[src/rtl/mem_arb.sv]
// Purpose: arbitrates the single-ported main memory between instruction fetch (IF) and load/store (DM).
// Latency: grant one cycle after a request is seen in IDLE; read data valid MEM_LAT+1 cycles after the grant.
// Backpressure: one access in flight; requests are ignored outside IDLE and must be held until granted.
module mem_arb #(
   parameter int ADDR_W  = 16,
   parameter int DATA_W  = 32,
   parameter int MEM_LAT = 1
) (
   input  logic              clk,
   input  logic              rst_f,
   input  logic              if_req,
   input  logic [ADDR_W-1:0] if_addr,
   output logic              if_gnt,
   output logic [DATA_W-1:0] if_rdata,
   output logic              if_valid,
   input  logic              dm_req,
   input  logic              dm_we,
   input  logic [ADDR_W-1:0] dm_addr,
   input  logic [DATA_W-1:0] dm_wdata,
   output logic              dm_gnt,
   output logic [DATA_W-1:0] dm_rdata,
   output logic              dm_valid,
   output logic              mem_en,
   output logic              mem_we,
   output logic [ADDR_W-1:0] mem_addr,
   output logic [DATA_W-1:0] mem_wdata,
   input  logic [DATA_W-1:0] mem_rdata,
   output logic              busy
);

   typedef enum logic [1:0] {IDLE, ISSUE, RD_WAIT} state_t;

   // Counter only needs to cover MEM_LAT up to 3.
   localparam logic [1:0] LAT_INIT = MEM_LAT[1:0];

   state_t              state_q;
   logic                win_dm_q;
   logic                last_dm_q;
   logic [1:0]          lat_cnt_q;
   logic                if_gnt_q, dm_gnt_q;
   logic                mem_en_q, mem_we_q;
   logic                if_valid_q, dm_valid_q;
   logic [DATA_W-1:0]   if_rdata_q, dm_rdata_q;
   logic                win_dm_d;

   // DM wins a tie unless it won the previous tie-able access, so neither side starves.
   assign win_dm_d = dm_req && (!if_req || !last_dm_q);

   // Address/data follow the latched winner's live inputs during the issue cycle only.
   assign mem_addr  = mem_en_q ? (win_dm_q ? dm_addr : if_addr) : '0;
   assign mem_wdata = mem_we_q ? dm_wdata : '0;
   assign mem_en    = mem_en_q;
   assign mem_we    = mem_we_q;
   assign if_gnt    = if_gnt_q;
   assign dm_gnt    = dm_gnt_q;
   assign if_valid  = if_valid_q;
   assign dm_valid  = dm_valid_q;
   assign if_rdata  = if_rdata_q;
   assign dm_rdata  = dm_rdata_q;
   assign busy      = (state_q != IDLE);

   // Sequencer: IDLE arbitrates, ISSUE strobes the memory, RD_WAIT counts down and returns read data.
   always_ff @(posedge clk or negedge rst_f) begin
      if (!rst_f) begin
         state_q    <= IDLE;
         win_dm_q   <= 1'b0;
         last_dm_q  <= 1'b0;
         lat_cnt_q  <= '0;
         if_gnt_q   <= 1'b0;
         dm_gnt_q   <= 1'b0;
         mem_en_q   <= 1'b0;
         mem_we_q   <= 1'b0;
         if_valid_q <= 1'b0;
         dm_valid_q <= 1'b0;
         if_rdata_q <= '0;
         dm_rdata_q <= '0;
      end else begin
         // Grant, strobe and valid are single-cycle pulses.
         if_gnt_q   <= 1'b0;
         dm_gnt_q   <= 1'b0;
         mem_en_q   <= 1'b0;
         mem_we_q   <= 1'b0;
         if_valid_q <= 1'b0;
         dm_valid_q <= 1'b0;
         case (state_q)
            IDLE: begin
               if (if_req || dm_req) begin
                  win_dm_q <= win_dm_d;
                  dm_gnt_q <= win_dm_d;
                  if_gnt_q <= !win_dm_d;
                  mem_en_q <= 1'b1;
                  mem_we_q <= win_dm_d && dm_we;
                  state_q  <= ISSUE;
               end
            end
            ISSUE: begin
               last_dm_q <= win_dm_q;
               if (mem_we_q) begin
                  state_q <= IDLE;
               end else begin
                  lat_cnt_q <= LAT_INIT;
                  state_q   <= RD_WAIT;
               end
            end
            RD_WAIT: begin
               lat_cnt_q <= lat_cnt_q - 2'd1;
               if (lat_cnt_q == 2'd1) begin
                  if (win_dm_q) begin
                     dm_rdata_q <= mem_rdata;
                     dm_valid_q <= 1'b1;
                  end else begin
                     if_rdata_q <= mem_rdata;
                     if_valid_q <= 1'b1;
                  end
                  state_q <= IDLE;
               end
            end
            default: state_q <= IDLE;
         endcase
      end
   end

endmodule

[config.mk]
export PLATFORM = sky130hd
export DESIGN_NAME = mem_arb
export DESIGN_NICKNAME = d
export VERILOG_FILES = /design/src/rtl/mem_arb.sv
export SDC_FILE = /design/constraint.sdc
export NUM_CORES = 1
export LEC_CHECK = 0
export BUFFER_PORTS_ARGS = -buffer_cell sky130_fd_sc_hd__buf_2
export CAP_MARGIN = 30
export CORE_MARGIN = 4
export CORE_UTILIZATION = 43
export DETAILED_ROUTE_END_ITERATION = 10
export PLACE_DENSITY = 0.8
export SLEW_MARGIN = 20
export SYNTH_ARGS = -nofsm -noshare
export SYNTH_HDL_FRONTEND = slang
export SYNTH_SLANG_ARGS = --single-unit
[constraint.sdc]
create_clock -name clk -period 1.9 [get_ports clk]
set_input_delay 0.38 -clock clk [delete_from_list [all_inputs] [get_ports clk]]
set_output_delay 0.38 -clock clk [all_outputs]
set_load 0.02 [all_outputs]
==> results.json <==
{
  "path_class": "reg -> out",
  "critPathLaunchType": "flip-flop",
  "hold_class": "in -> reg",
  "avgSynthCellArea_sq_um": 14.23,
  "final_common_cell": "buf_2",
  "clk_pin_slew_ns": 0.08,
  "first_pass_iters": 4,
  "cp_data_arrival_time_ns": 1.41,
  "syn2layout_area_growth_pct": 39.77,
  "rsz0062_at_grt": "no",
  "crit_path_max_fanout": 10,
  "async_flop_share": 1.000,
  "drive_above_1_share": 0.6526,
  "multi_input_area_sq_um": 1479,
  "grtUsageMet1": 0.2028,
  "diodes": 0,
  "power.static_leakage_nw": 2.696,
  "final_cell_mix": "buf_2 (217), dfrtp_1 (75), mux2_2 (35)",
  "path_buf_inv": 2,
  "cts_root_buf": "clkbuf_8",
  "slew_headroom": 0.7156,
  "core_area_sq_um": 7848,
  "wirelength_mm": 8.828,
  "finClkSkew_ns": 0.008352,
  "ant_nets": 0,
  "dieWidth_microns": 98.60,
  "dp_hpwl_mm": 7.017,
  "cp_slowest_cell": "dfrtp_1",
  "p_per_area_nw_per_um2": 1679,
  "drc": 0,
  "worstPathCellList": "nor2_1 > inv_1 > buf_2",
  "max_freq_mhz": 558.2,
  "clk_latency_ns": 0.33,
  "peakVddDrop_mv": 0.8346,
  "final_hold_viol_count": 0,
  "busiest_layer": "met2",
  "grt_overflow_total": 0,
  "setup_violations": 0,
  "worstSetupEndpointType": "output pin",
  "grt_use_met2": 0.3167,
  "die_area_sq_um": 9722,
  "grt_max_degree": 45,
  "fin_crit_sh": 0.9429,
  "synth-edff-count": 0,
  "synth_nets": 350,
  "antenna_found_initial": 0,
  "max-clock-path-buffers": 2,
  "cts_tree": "done",
  "io_pins": 220,
  "slew_viol_final": 0,
  "yosys_register_bits": 76,
  "die_height_microns": 98.60,
  "regArea_sq_um": 1903,
  "synth.area.top_cells": "dfrtp_1 (54%), mux2_4 (12%), mux2_2 (11%), and2_1 (5.7%), mux2i_1 (4.5%)",
  "ys_seq_area_frac": 0.5388,
  "grt_pass1_vias": 2936,
  "setup_tns_ns": 0,
  "fillCellCount": 637,
  "synth_cell_types": 31,
  "cap_violations": 0,
  "synth_top_area_frac": 0.5388,
  "synth_area_sq_um": 3530,
  "timing.hold.ws_ns": 0.2777,
  "critical-path-top-delay-family": "flip-flops",
  "drt-initial-drc-count": 42,
  "fin_crit_ns": 1.792,
  "avgRoutedWirePerCell_microns": 15.30,
  "avgViaCountPerCell": 4.769,
  "io_buffers": 219,
  "worstMarginPinSlew_ns": 0.4266,
  "outcome": "finished, final reports clean",
  "grt.total_usage": 0.1761,
  "final_nets": 573,
  "initial_utilization": 0.4498,
  "grt_util_met3": 0.04105,
  "place.gp.congestion": 0.7535,
  "grt_pass1_wl_mm": 14.06,
  "rows": 32,
  "numCtsBuffers": 9,
  "vias": 2752,
  "cts_num_sinks": 76,
  "synth_top_cell_by_area": "dfrtp_1",
  "htreeDepth": 3,
  "ys_warn_count": 0,
  "critPathMaxStageDelay_ns": 0.50,
  "crit_required_ns": 1.52,
  "synth_ff_type": "dfrtp_1",
  "syn_inst": 248
}
==> sequential cells by signal, summed over array words and instances, names as in the netlist <==
register,flops
last_dm_q,1
mem_en,1
mem_we,1
win_dm_q,1
dm_valid,1
dm_gnt,1
if_gnt,1
if_rdata,32
if_valid,1
lat_cnt_q,2
dm_rdata,32
state_q,2
==> cell usage after synthesis, types with 2 or more instances <==
master    count
dfrtp_1      76
mux2_2       35
and2_1       32
mux2_4       29
nor2b_1      17
mux2i_1      16
inv_1         8
buf_2         5
clkbuf_1      4
buf_12        3
nor2_1        2
o21a_1        2
==> worst register-to-register path, cell delays in order (launching register included) <==
cell	delay, ns
dfrtp_1	0.39
inv_1	0.06
ha_1	0.22
and4bb_2	0.29
buf_12	0.26
mux2_2	0.39
==> logic make-up after synthesis <==
family          synth area share
flops                     0.5388
compound gates           0.02198
fa+ha+maj               0.003544
simple gates              0.1099
mux                       0.2836
buf+inv                  0.04218
==> cell type report <==
class | count | share of cell area
Clock inverter | 6 | 0.01293
Clock buffer | 9 | 0.02511
Multi-Input combinational cell | 150 | 0.2998
Sequential cell | 76 | 0.3857
Tap cell | 102 | 0.02587
Timing Repair Buffer | 226 | 0.2445
Inverter | 8 | 0.006087
==> where the power goes <==
part | internal [W] | switching [W] | total, W
registers | 0.00241 | 0.000511 | 0.00292
logic | 0.00195 | 0.00223 | 0.00418
clock network | 0.000599 | 0.000579 | 0.00118
==> stage by stage <==
| stage | power, W | utilization | instances | setup slack (ns) | instance area (sq um) |
|---|---|---|---|---|---|
| floorplan | 0.005741 | - | 248 | 0.3323 | 3530 |
| global placement | 0.006982 | 0.6004 | 560 | 0.2351 | 4712 |
| detailed placement | 0.007152 | 0.6004 | 560 | 0.1850 | 4712 |
| CTS | 0.008364 | 0.6263 | 576 | 0.06208 | 4915 |
| global route | 0.008763 | 0.6287 | 577 | 0.01547 | 4933 |
| finish | 0.008285 | 0.6287 | 577 | 0.1085 | 4933 |
==> final timing paths <==
kind / from / endpoint / slack [ns] / cells after the start
worst max-delay path: state_q[1] / busy / 0.11 / 3
worst min register to register: last_dm_q / dm_gnt / 0.49 / 1
worst min-delay path: dm_we / mem_we / 0.28 / 3
worst max register to register: lat_cnt_q[1] / if_rdata[0] / 0.19 / 5
max in group asynchronous: rst_f / if_rdata[31] / 0.78 / 3
min in group asynchronous: rst_f / dm_valid / 0.52 / 2
==> timing repair <==
item                                   CTS  global route
gates cloned                             0             0
setup endpoints to repair               23             2
resized for setup                        2             3
hold buffers                             1             0
buffers inserted                         0             1
endpoints found under the hold margin   32             0
==> routing by layer <==
metal / vias up / share of wire
met4: 0 / 0.023
met5: - / 0
met2: 119 / 0.52
met1: 1319 / 0.38
met3: 18 / 0.073
li1: 1296 / -
Note: power is estimated with default switching activity, not from simulation.
